[config.mk]
export PLATFORM = sky130hd
export DESIGN_NAME = spi_adc_mux_slave_flat
export DESIGN_NICKNAME = d
export VERILOG_FILES = /design/src/rtl/spi_adc_pkg.sv /design/src/rtl/spi_adc_mux_slave_if.sv /design/src/rtl/spi_sync_edge.sv /design/src/rtl/spi_adc_mux_slave.sv /design/src/flat_wrapper.sv
export SDC_FILE = /design/constraint.sdc
export NUM_CORES = 1
export LEC_CHECK = 0
export BUFFER_PORTS_ARGS = -buffer_cell sky130_fd_sc_hd__buf_2
export CORE_AREA = 2 2 65 55
export DETAILED_ROUTE_END_ITERATION = 10
export DIE_AREA = 0 0 67 57
export PLACE_DENSITY = 0.73
export SYNTH_ARGS = -nofsm -noshare
export SYNTH_HDL_FRONTEND = slang
export SYNTH_SLANG_ARGS = --single-unit
[constraint.sdc]
create_clock -name clk -period 1.8 [get_ports clk]
set_clock_uncertainty 0.05 [all_clocks]
set_input_delay 0.18 -clock clk [delete_from_list [all_inputs] [get_ports clk]]
set_output_delay 0.18 -clock clk [all_outputs]
set_load 0.05 [all_outputs]
[src/rtl/spi_adc_pkg.sv]
// ============================================================================
// Module : spi_adc_pkg
// Brief  : Shared types, edge-selection constants and configuration helpers
//          for the SPI ADC multiplexing slave.
// Rev    : 1.0  initial release
// ============================================================================
`timescale 1ns/1ps
`default_nettype none

package spi_adc_pkg;

    typedef enum logic [2:0] {
        IDLE = 3'd0,
        CMD  = 3'd1,
        CONV = 3'd2,
        DATA = 3'd3,
        HOLD = 3'd4
    } state_t;

    // Mode number is {CPOL, CPHA}
    typedef enum logic [1:0] {
        MODE0 = 2'd0,
        MODE1 = 2'd1,
        MODE2 = 2'd2,
        MODE3 = 2'd3
    } spi_mode_t;

    localparam logic c_EDGE_LEAD  = 1'b0;
    localparam logic c_EDGE_TRAIL = 1'b1;

    function automatic spi_mode_t mode_of(input int cpol, input int cpha);
        return spi_mode_t'({(cpol != 0), (cpha != 0)});
    endfunction

    function automatic logic sample_edge_sel(input spi_mode_t mode);
        return mode[0] ? c_EDGE_TRAIL : c_EDGE_LEAD;
    endfunction

    // Index of the first data bit on the wire (L)
    function automatic int unsigned latch_point(input int unsigned frame_w,
                                                input int unsigned data_w);
        return frame_w - data_w;
    endfunction

    // Ordinal of the shift edge that opens bit L, counted among edges of its kind
    function automatic int unsigned latch_edge_idx(input int unsigned frame_w,
                                                   input int unsigned data_w,
                                                   input int unsigned cpha);
        return latch_point(frame_w, data_w) + ((cpha != 0) ? 1 : 0);
    endfunction

    function automatic logic cfg_ok(input int unsigned frame_w,
                                    input int unsigned data_w,
                                    input int unsigned ch_w);
        return (ch_w >= 1) && (frame_w >= data_w + ch_w + 1);
    endfunction

endpackage

`default_nettype wire

[src/rtl/spi_adc_mux_slave_if.sv]
// ============================================================================
// Module : spi_adc_mux_slave_if
// Brief  : SPI pin and ADC macro signal bundle for the ADC multiplexing slave.
// Rev    : 1.0  initial release
// ============================================================================
`timescale 1ns/1ps
`default_nettype none

interface spi_adc_mux_slave_if #(
    parameter int DATA_W = 12,
    parameter int CH_W   = 3
);
    logic              ss;
    logic              sclk;
    logic              mosi;
    logic              miso;
    logic              miso_oe;
    logic [CH_W-1:0]   adc_ch;
    logic              adc_soc;
    logic              adc_eoc;
    logic [DATA_W-1:0] adc_data;
    logic              frame_done;
    logic              adc_late;

    modport slave (
        input  ss, sclk, mosi, adc_eoc, adc_data,
        output miso, miso_oe, adc_ch, adc_soc, frame_done, adc_late
    );

    modport master (
        output ss, sclk, mosi, adc_eoc, adc_data,
        input  miso, miso_oe, adc_ch, adc_soc, frame_done, adc_late
    );
endinterface

`default_nettype wire

[src/rtl/spi_sync_edge.sv]
// ============================================================================
// Module : spi_sync_edge
// Brief  : Multi-flop synchroniser with an edge flop; reports level, rise, fall.
// Rev    : 1.0  initial release
// ============================================================================
`timescale 1ns/1ps
`default_nettype none

module spi_sync_edge #(
    parameter int   SYNC_STAGES = 2,
    parameter logic RESET_VAL   = 1'b0
) (
    input  wire  clk,
    input  wire  xres,
    input  wire  i_din,
    output logic o_level,
    output logic o_rise,
    output logic o_fall
);

    logic [SYNC_STAGES-1:0] r_sync;
    logic                   r_edge;

    if (SYNC_STAGES < 2) begin : g_stage_check
        $error("spi_sync_edge: SYNC_STAGES must be at least 2");
    end

    // Reset to the idle level so that leaving reset creates no false edge
    always_ff @(posedge clk) begin
        if (xres) begin
            r_sync <= {SYNC_STAGES{RESET_VAL}};
            r_edge <= RESET_VAL;
        end else begin
            r_sync <= {r_sync[SYNC_STAGES-2:0], i_din};
            r_edge <= r_sync[SYNC_STAGES-1];
        end
    end

    assign o_level = r_sync[SYNC_STAGES-1];
    assign o_rise  =  r_sync[SYNC_STAGES-1] & ~r_edge;
    assign o_fall  = ~r_sync[SYNC_STAGES-1] &  r_edge;

endmodule

`default_nettype wire

[src/rtl/spi_adc_mux_slave.sv]
// ============================================================================
// Module : spi_adc_mux_slave
// Brief  : SPI slave that selects an ADC channel, starts one conversion and
//          returns the result MSB first; all four SPI modes, oversampled.
// Rev    : 1.0  initial release
// ============================================================================
`timescale 1ns/1ps
`default_nettype none

module spi_adc_mux_slave
    import spi_adc_pkg::*;
#(
    parameter int DATA_W      = 12,
    parameter int FRAME_W     = 16,
    parameter int CH_W        = 3,
    parameter int CPOL        = 0,
    parameter int CPHA        = 0,
    parameter int SYNC_STAGES = 2
) (
    input wire                 clk,
    input wire                 xres,
    spi_adc_mux_slave_if.slave bus
);

    localparam int                 c_CNT_W      = $clog2(FRAME_W + 1);
    localparam logic [c_CNT_W-1:0] c_CH_LAST    = c_CNT_W'(CH_W - 1);
    localparam logic [c_CNT_W-1:0] c_LATCH      = c_CNT_W'(latch_point(FRAME_W, DATA_W));
    localparam logic [c_CNT_W-1:0] c_FRAME_LAST = c_CNT_W'(FRAME_W - 1);
    localparam logic [c_CNT_W-1:0] c_FRAME_FULL = c_CNT_W'(FRAME_W);
    localparam spi_mode_t          c_MODE       = mode_of(CPOL, CPHA);
    localparam logic               c_SAMPLE_SEL = sample_edge_sel(c_MODE);

    if (!cfg_ok(FRAME_W, DATA_W, CH_W)) begin : g_cfg_check
        $error("spi_adc_mux_slave: FRAME_W must be >= DATA_W + CH_W + 1");
    end

    logic w_ss_lvl, w_ss_rise, w_ss_fall;
    logic w_sclk_lvl, w_sclk_rise, w_sclk_fall;
    logic w_mosi_lvl, w_mosi_rise, w_mosi_fall;
    logic w_unused_sync;

    spi_sync_edge #(.SYNC_STAGES(SYNC_STAGES), .RESET_VAL(1'b1)) u_sync_ss (
        .clk(clk), .xres(xres), .i_din(bus.ss),
        .o_level(w_ss_lvl), .o_rise(w_ss_rise), .o_fall(w_ss_fall)
    );

    spi_sync_edge #(.SYNC_STAGES(SYNC_STAGES), .RESET_VAL(CPOL != 0)) u_sync_sclk (
        .clk(clk), .xres(xres), .i_din(bus.sclk),
        .o_level(w_sclk_lvl), .o_rise(w_sclk_rise), .o_fall(w_sclk_fall)
    );

    spi_sync_edge #(.SYNC_STAGES(SYNC_STAGES), .RESET_VAL(1'b0)) u_sync_mosi (
        .clk(clk), .xres(xres), .i_din(bus.mosi),
        .o_level(w_mosi_lvl), .o_rise(w_mosi_rise), .o_fall(w_mosi_fall)
    );

    assign w_unused_sync = &{1'b0, w_sclk_lvl, w_mosi_rise, w_mosi_fall};

    logic w_lead, w_trail, w_sample, w_shift;

    assign w_lead   = (CPOL != 0) ? w_sclk_fall : w_sclk_rise;
    assign w_trail  = (CPOL != 0) ? w_sclk_rise : w_sclk_fall;
    assign w_sample = (c_SAMPLE_SEL == c_EDGE_LEAD) ? w_lead  : w_trail;
    assign w_shift  = (c_SAMPLE_SEL == c_EDGE_LEAD) ? w_trail : w_lead;

    state_t              r_state, w_state_nxt;
    logic [c_CNT_W-1:0]  r_cnt;
    logic [CH_W-1:0]     r_ch_sh;
    logic [CH_W-1:0]     r_ch;
    logic [DATA_W-1:0]   r_sr;
    logic                r_conv_done;
    logic                r_soc;
    logic                r_frame_done;
    logic                r_late;

    logic                w_ch_done;
    logic                w_latch;
    logic                w_last;
    logic                w_data_ok;
    logic                w_active;
    logic [CH_W-1:0]     w_ch_in;

    assign w_ch_in   = CH_W'({r_ch_sh, w_mosi_lvl});
    assign w_data_ok = r_conv_done | bus.adc_eoc;
    assign w_active  = (r_state == CMD) || (r_state == CONV) || (r_state == DATA);

    always_ff @(posedge clk) begin
        if (xres) begin
            r_state <= IDLE;
        end else begin
            r_state <= w_state_nxt;
        end
    end

    // A final sample edge coinciding with ss rise still completes the frame
    always_comb begin
        w_state_nxt = r_state;
        w_ch_done   = 1'b0;
        w_latch     = 1'b0;
        w_last      = 1'b0;
        case (r_state)
            IDLE: begin
                if (w_ss_fall) w_state_nxt = CMD;
            end
            CMD: begin
                if (w_ss_rise) begin
                    w_state_nxt = IDLE;
                end else if (w_sample && (r_cnt == c_CH_LAST)) begin
                    w_ch_done   = 1'b1;
                    w_state_nxt = CONV;
                end
            end
            CONV: begin
                if (w_ss_rise) begin
                    w_state_nxt = IDLE;
                end else if (w_shift && (r_cnt == c_LATCH)) begin
                    w_latch     = 1'b1;
                    w_state_nxt = DATA;
                end
            end
            DATA: begin
                if (w_sample && (r_cnt == c_FRAME_LAST)) begin
                    w_last      = 1'b1;
                    w_state_nxt = w_ss_rise ? IDLE : HOLD;
                end else if (w_ss_rise) begin
                    w_state_nxt = IDLE;
                end
            end
            HOLD: begin
                if (w_ss_rise) w_state_nxt = IDLE;
            end
            default: w_state_nxt = IDLE;
        endcase
    end

    always_ff @(posedge clk) begin
        if (xres) begin
            r_cnt        <= '0;
            r_ch_sh      <= '0;
            r_ch         <= '0;
            r_sr         <= '0;
            r_conv_done  <= 1'b0;
            r_soc        <= 1'b0;
            r_frame_done <= 1'b0;
            r_late       <= 1'b0;
        end else begin
            r_soc        <= w_ch_done;
            r_frame_done <= w_last;
            r_late       <= w_latch & ~w_data_ok;

            if (r_state == IDLE) begin
                r_cnt <= '0;
            end else if (w_active && w_sample && (r_cnt != c_FRAME_FULL)) begin
                r_cnt <= r_cnt + 1'b1;
            end

            if (r_state == IDLE) begin
                r_ch_sh <= '0;
            end else if ((r_state == CMD) && w_sample) begin
                r_ch_sh <= w_ch_in;
            end

            if (w_ch_done) begin
                r_ch <= w_ch_in;
            end

            // Conversions outside CONV (including an aborted frame's) are ignored
            if (w_ch_done) begin
                r_conv_done <= 1'b0;
            end else if ((r_state == CONV) && bus.adc_eoc) begin
                r_conv_done <= 1'b1;
            end

            if (r_state == IDLE) begin
                r_sr <= '0;
            end else if (w_latch) begin
                r_sr <= w_data_ok ? bus.adc_data : '0;
            end else if ((r_state == DATA) && w_shift) begin
                r_sr <= {r_sr[DATA_W-2:0], 1'b0};
            end
        end
    end

    assign bus.miso       = (r_state == DATA) ? r_sr[DATA_W-1] : 1'b0;
    assign bus.miso_oe    = ~w_ss_lvl;
    assign bus.adc_ch     = r_ch;
    assign bus.adc_soc    = r_soc;
    assign bus.frame_done = r_frame_done;
    assign bus.adc_late   = r_late;

endmodule

`default_nettype wire

[src/flat_wrapper.sv]
// flat-port wrapper written by rule: the top's interface ports become plain ports
module spi_adc_mux_slave_flat import spi_adc_pkg::*;
#(
    parameter int DATA_W      = 12,
    parameter int FRAME_W     = 16,
    parameter int CH_W        = 3,
    parameter int CPOL        = 0,
    parameter int CPHA        = 0,
    parameter int SYNC_STAGES = 2
)
  (clk, xres, bus_ss, bus_sclk, bus_mosi, bus_adc_eoc, bus_adc_data, bus_miso, bus_miso_oe, bus_adc_ch, bus_adc_soc, bus_frame_done, bus_adc_late);
  spi_adc_mux_slave_if #(.DATA_W(DATA_W), .CH_W(CH_W)) bus_i ();
  input wire clk;
  input wire xres;
  input wire logic [$bits(bus_i.ss)-1:0] bus_ss;
  input wire logic [$bits(bus_i.sclk)-1:0] bus_sclk;
  input wire logic [$bits(bus_i.mosi)-1:0] bus_mosi;
  input wire logic [$bits(bus_i.adc_eoc)-1:0] bus_adc_eoc;
  input wire logic [$bits(bus_i.adc_data)-1:0] bus_adc_data;
  output wire logic [$bits(bus_i.miso)-1:0] bus_miso;
  output wire logic [$bits(bus_i.miso_oe)-1:0] bus_miso_oe;
  output wire logic [$bits(bus_i.adc_ch)-1:0] bus_adc_ch;
  output wire logic [$bits(bus_i.adc_soc)-1:0] bus_adc_soc;
  output wire logic [$bits(bus_i.frame_done)-1:0] bus_frame_done;
  output wire logic [$bits(bus_i.adc_late)-1:0] bus_adc_late;
  assign bus_i.ss = bus_ss;
  assign bus_i.sclk = bus_sclk;
  assign bus_i.mosi = bus_mosi;
  assign bus_i.adc_eoc = bus_adc_eoc;
  assign bus_i.adc_data = bus_adc_data;
  assign bus_miso = bus_i.miso;
  assign bus_miso_oe = bus_i.miso_oe;
  assign bus_adc_ch = bus_i.adc_ch;
  assign bus_adc_soc = bus_i.adc_soc;
  assign bus_frame_done = bus_i.frame_done;
  assign bus_adc_late = bus_i.adc_late;
  spi_adc_mux_slave #(.DATA_W(DATA_W), .FRAME_W(FRAME_W), .CH_W(CH_W), .CPOL(CPOL), .CPHA(CPHA), .SYNC_STAGES(SYNC_STAGES)) u_core (.clk(clk), .xres(xres), .bus(bus_i));
endmodule
---- Yosys cells after proc, flatten, opt, wreduce, memory -nomap -nowiden ----
Cells that the tools add are included.
storage, ports and cells
  flip-flop bits (word level) ............. 37
  latch bits .............................. 0
  memory bits (writable) .................. 0
  memory bits (read-only) ................. 0
  input bits .............................. 18
  output and inout port bits .............. 8
  word-level logic and storage cells ...... 74
  memories ................................ 0
cells by class
  $add $sub $neg .......................... 1
  multipliers ............................. 0
  div/mod/pow operators ................... 0
  $lt $le $gt $ge ......................... 0
  equal/unequal tests ..................... 11
  shift operators ......................... 0
  muxes and demuxes ....................... 20
  bitwise gates (word level) .............. 12
  reduce and logical (&&, ||, !) cells .... 16
operators with widths
  cell                                                                     count
  12-bit 2-to-1 mux                                                        3
  3-bit 2-to-1 mux                                                         8
  3-bit one-hot mux with 5 select lines                                    1
  1-bit logical AND                                                        8
  1-bit 2-to-1 mux                                                         8
  3-bit by 2-bit equality test with 1-bit output, second input constant    2
  3-bit by 2-bit inequality test with 1-bit output, second input constant  2
  1-bit NOT                                                                6
  2-bit OR reduction                                                       3
  5-bit by 1-bit adder with 5-bit output, second input constant            1
  1-bit AND                                                                5
  5-bit by 2-bit equality test with 1-bit output, second input constant    1
  5-bit by 3-bit equality test with 1-bit output, second input constant    1
  5-bit by 4-bit equality test with 1-bit output, second input constant    1
  5-bit inequality test, second input constant                             1
  3-bit by 1-bit equality test with 1-bit output, second input constant    1
  3-bit equality test, second input constant                               1
  3-bit logical NOT                                                        1
  3-bit AND reduction                                                      1
  1-bit logical OR                                                         2
  2-bit inequality test, second input constant                             1
  2-bit nonzero test                                                       1
  1-bit bitwise OR                                                         1

---- Longest topological paths before layout ----
  depth after elaboration ................. 7
  mapped depth ............................ 7
  depth with buffers taken out ............ 6

---- Cells and area by module ----
A second synthesis with hierarchy kept.
unflattened totals
  cell total of the unflattened synthesis .. 172
  area, all modules ....................... 1711.6 um^2
by module, submodules not included
  module                                  times used  cells each  area an instance (um^2)  sequential area each (um^2)
  spi_adc_mux_slave                       1           148         1436.4                   580.6
  spi_sync_edge (u_core.u_sync_mosi ...)  2           8           91.3                     60.1
  spi_sync_edge (u_core.u_sync_ss)        1           8           92.6                     60.1

---- Worst setup path before layout ----
OpenSTA, ideal clock, no wires.
  path kind ............................... register to register
  from .................................... register u_core.r_cnt[0]
  to ...................................... register u_core.r_sr[2]
  library setup time ...................... 70 ps
  arrival ................................. 1499 ps
  data required time ...................... 1680 ps
  slack ................................... 181 ps
  stages on the path, launching flop included .. 8
  buffers on the path ..................... 1
  period minus slack after synthesis ...... 1619 ps
  cells stage by stage .................... dfxtp_1 -> inv_1 -> ha_1 -> and4bb_2 -> nand4b_4 -> or2b_1 -> buf_2 -> o2bb2ai_1
on the way
  longest elaborated chain between the ends .. 6
  elaborated cells on any way between the ends .. 7
  those cells by class .................... eq/ne: 1; mux: 4; reduce/logical: 2
RTL lines
  element                                                         RTL line                  text
  from (decl)                                                     spi_adc_mux_slave.sv:67   logic [c_CNT_W-1:0] r_cnt;
  from (signal assigned)                                          spi_adc_mux_slave.sv:154  r_cnt <= r_cnt + 1'b1;
  5-bit by 3-bit equality test with 1-bit output *                spi_adc_mux_slave.sv:116  end else if (w_shift && (r_cnt == c_LATCH)) begin
  1-bit logical AND *                                             spi_adc_mux_slave.sv:116
  1-bit 2-to-1 mux *                                              spi_adc_mux_slave.sv:116
  1-bit 2-to-1 mux *                                              spi_adc_mux_slave.sv:114  if (w_ss_rise) begin
  1-bit 2-to-1 mux *                                              spi_adc_mux_slave.sv:101  case (r_state)
  12-bit 2-to-1 mux / 2-bit nonzero test (equally long branches)  n/a
  to (signal assigned)                                            spi_adc_mux_slave.sv:177  r_sr <= w_data_ok ? bus.adc_data : '0;
  to (signal assigned)                                            spi_adc_mux_slave.sv:179  r_sr <= {r_sr[DATA_W-2:0], 1'b0};
  to (decl)                                                       spi_adc_mux_slave.sv:70   logic [DATA_W-1:0] r_sr;
Mark *: on every way between the ends. The rest lies on a longest branch, timed or not.
A chain may end at the register's enable or synchronous reset.

---- Worst setup path after layout ----
  from .................................... register u_core.r_cnt[1]
  to ...................................... register u_core.r_state[1]
on the way
  longest elaborated chain between the ends .. 4
  elaborated cells on any way between the ends .. 11
  those cells by class .................... eq/ne: 5; mux: 2; reduce/logical: 4
RTL lines
  element                                                                                      RTL line                                                                      text
  5-bit by 4-bit equality test with 1-bit output, or another cell as far along                 spi_adc_mux_slave.sv:122                                                      if (w_sample && (r_cnt == c_FRAME_LAST)) begin
  1-bit logical AND (on tied branches)                                                         spi_adc_mux_slave.sv:122, spi_adc_mux_slave.sv:108, spi_adc_mux_slave.sv:116
  3-bit 2-to-1 mux / 3-bit by 2-bit inequality test with 1-bit output (equally long branches)  n/a
  3-bit one-hot mux with 5 select lines / 3-bit AND reduction (equally long branches)          n/a
  to (signal assigned)                                                                         spi_adc_mux_slave.sv:91                                                       r_state <= w_state_nxt;
  to (decl)                                                                                    spi_adc_mux_slave.sv:66                                                       state_t r_state, w_state_nxt;
Several ways; a longest one is shown, not always the timed one.

==> run_results.csv <==
group,metric,value,unit
grt,grt_pass1_wl,5310,um
die,initial_core_util,0.519,
final_layout,fin_nets,216,
timing,setup_violations,0,
timing,setup_slack,0.0886,ns
timing,relSlewSlack,0.712,
power,ir_drop,0.000634,V
yosys,synthDistinctLibCells,45,
timing,finalMaxSlewViolations,0,
die,die_h,57,um
yosys,synth_common_cells,"37 x dfxtp_1, 14 x mux2i_1, 14 x nor2_1, 8 x o2bb2ai_1",
place,dp_slack,0.0394,ns
yosys,async_flop_share,0,
place,io_buffers,25,
final_layout,n_antenna_cell,0,
final_layout,fin_cells,236,
clocking,numClockSinks,37,
yosys,post-synth-top-area-cell,"dfxtp_1",
yosys,synth_top_flop_cell,"dfxtp_1",
worst_setup_path,worstPathRequired,1.98,ns
job,maxCapViolCount,0,
power,power_leakage,0.743,nW
route,viasPerCell,5.48,
clocking,cts-buffers-inserted,5,
clocking,clock_latency,0.28,ns
power,powerDensity,824,nW/um2
place,gp_congestion,0.875,
worst_setup_path,arrival,1.89,ns
grt,grt_start_max_net_pins,13,
route,wire_per_inst,13.8,um
timing,fmax,0.584,GHz
worst_setup_path,critPathKind,"reg -> reg",
timing,hold_violations,0,
clocking,clk_path_buf_depth,2,
yosys,yosysWarnings,0,
die,core_area,3230,um2
die,dieArea,3820,um2
route,postRouteWirelength,3250,um
timing,fin_crit,1.71,ns
yosys,yosysTopAreaCellShare,0.441,
worst_setup_path,end_kind,"flop",
timing,min_period_over_period,0.951,
yosys,syn_avg_cell_area,10.4,um2
yosys,seq_area_frac_synth,0.441,
final_layout,syn2layout_area_growth,16.0,%
die,die_x,67,um
route,vias,1293,
route,drt_iter0_markers,77,
yosys,yosysMostFrequentCell,"dfxtp_1",
yosys,synth_area_leaders,"dfxtp_1 44%, mux2i_1 8.3%, o2bb2ai_1 4.2%",
place,hpwl,2430,um
route,ant_nets,0,
grt,antenna_found_initial,0,
worst_setup_path,worstSetupStartpointType,"flop",
clocking,clk_transition_reported_paths,0.07,ns
timing,worst_pin_slew,0.432,ns
yosys,synth_edf_count,0,
grt,track_usage,0.188,
route,drc,0,
worst_setup_path,worstPathMaxFanout,5,
die,num_io_pins,26,
run_status,outcome,"finished, final reports clean",
grt,grt_overflow,0,
final_layout,drive_gt1_frac,0.294,
timing,fin_setup_tns,0,ns
place,dp_cells,229,
grt,grt_pass1_vias,1295,
clocking,cts.htree.levels,2,
die,rows,19,
yosys,syn_area,1680,um2
clocking,clockRootBuffer,"clkbuf_8",
yosys,synth-seq-cells,37,
min_path,hp-class,"in -> reg",
route,dr.pass1.iters,5,
clocking,cts_tree,"done",
yosys,syn-num-nets,184,
yosys,syn_inst,162,
## what timing repair did
item / 4_1_cts / 5_1_grt
pin swaps: 0 / 1
hold buffers: 0 / 0
gates resized for setup: 1 / 3
setup endpoints to repair: 1 / 13
setup buffers: 0 / 0
## cells in the final DEF, fill, tap and decap left out, drive strengths merged, types with 2 or more instances in the layout
master / netlist / layout
xnor2: 2 / 2
nand2b: 4 / 4
a31oi: 2 / 2
nor3: 3 / 3
nor2: 14 / 14
a21oi: 6 / 6
a211oi: 5 / 5
or2: 4 / 4
nand2: 3 / 3
dfxtp: 37 / 37
nand3b: 2 / 2
o21bai: 2 / 2
buf: 7 / 33
mux2i: 14 / 14
ha: 4 / 4
nor2b: 6 / 6
inv: 6 / 6
a31o: 2 / 2
o2bb2ai: 11 / 11
nor3b: 3 / 3
nand3: 5 / 5
clkbuf: 1 / 7
o21ai: 3 / 3
## path summary, 6_finish.rpt
check,startpoint,end,slack (ns),cells past startpoint
min,bus_ss,u_core.u_sync_ss.r_sync[0],0.03,2
max,u_core.r_cnt[1],u_core.r_state[1],0.09,6
max reg2reg,u_core.r_cnt[1],u_core.r_state[1],0.09,6
min reg2reg,u_core.u_sync_ss.r_sync[0],u_core.u_sync_ss.r_sync[1],0.37,1
## layer usage
| metal | vias up | part of all wire | GRT usage |
|---|---|---|---|
| met4 | 0 | 0.021 | 0.108 |
| met2 | 34 | 0.46 | 0.293 |
| li1 | 646 | - | - |
| met3 | 6 | 0.053 | 0.0513 |
| met5 | - | 0 | 0 |
| met1 | 607 | 0.47 | 0.232 |
## power breakdown
part | leakage (nW) | internal [mW] | switching (mW)
Clock | 0.0443 | 0.303 | 0.260
Sequential | 0.300 | 0.836 | 0.0156
Combinational | 0.398 | 0.0847 | 0.105
Total | 0.743 | 1.22 | 0.381
## layout make-up
cell class / instances / area (um2)
timing repair buffer: 33 / 185
inverter: 6 / 22.5
tap: 42 / 52.6
multi-input combinational: 111 / 860
sequential: 37 / 742
clock buffer: 7 / 86.3
fill: 285 / 1280
## critical path, cell delays in order (launching register included)
cell	delay (ns)
dfxtp_1	0.35
ha_2	0.20
and3_1	0.18
ha_1	0.21
a31o_2	0.24
a221oi_1	0.26
o21a_1	0.16
## stage by stage
step            util  total power, mW  area (um2)  hold WS (ns)
5_1_grt        0.603             1.67        1950        0.0174
2_1_floorplan      -             1.00        1680         0.202
3_3_place_gp   0.574             1.05        1850         0.317
4_1_cts        0.601             1.62        1940        0.0264
3_5_place_dp   0.574             1.06        1850         0.319
6_report       0.603             1.61        1950        0.0284
## flip-flops by register name, summed over array words and instances (netlist names)
register and count:
u_core.r_ch_sh 2, u_core.u_sync_ss.r_edge 1, u_core.u_sync_sclk.r_edge 1, u_core.bus.adc_late 1, u_core.u_sync_ss.r_sync 2, u_core.r_state 3, u_core.bus.frame_done 1, u_core.r_sr 12
u_core.r_cnt 5, u_core.u_sync_mosi.r_sync 2, u_core.bus.adc_soc 1, u_core.bus.adc_ch 3, u_core.r_conv_done 1, u_core.u_sync_sclk.r_sync 2
## cell families after synthesis
group / Yosys count / share of synthesized area
mux: 14 / 0.0835
flops: 37 / 0.441
simple gates: 55 / 0.215
compound gates: 36 / 0.170
xor+xnor: 2 / 0.0104
buf+inv: 14 / 0.0507
fa+ha+maj: 4 / 0.0298
(Power assumes the default switching activity.)
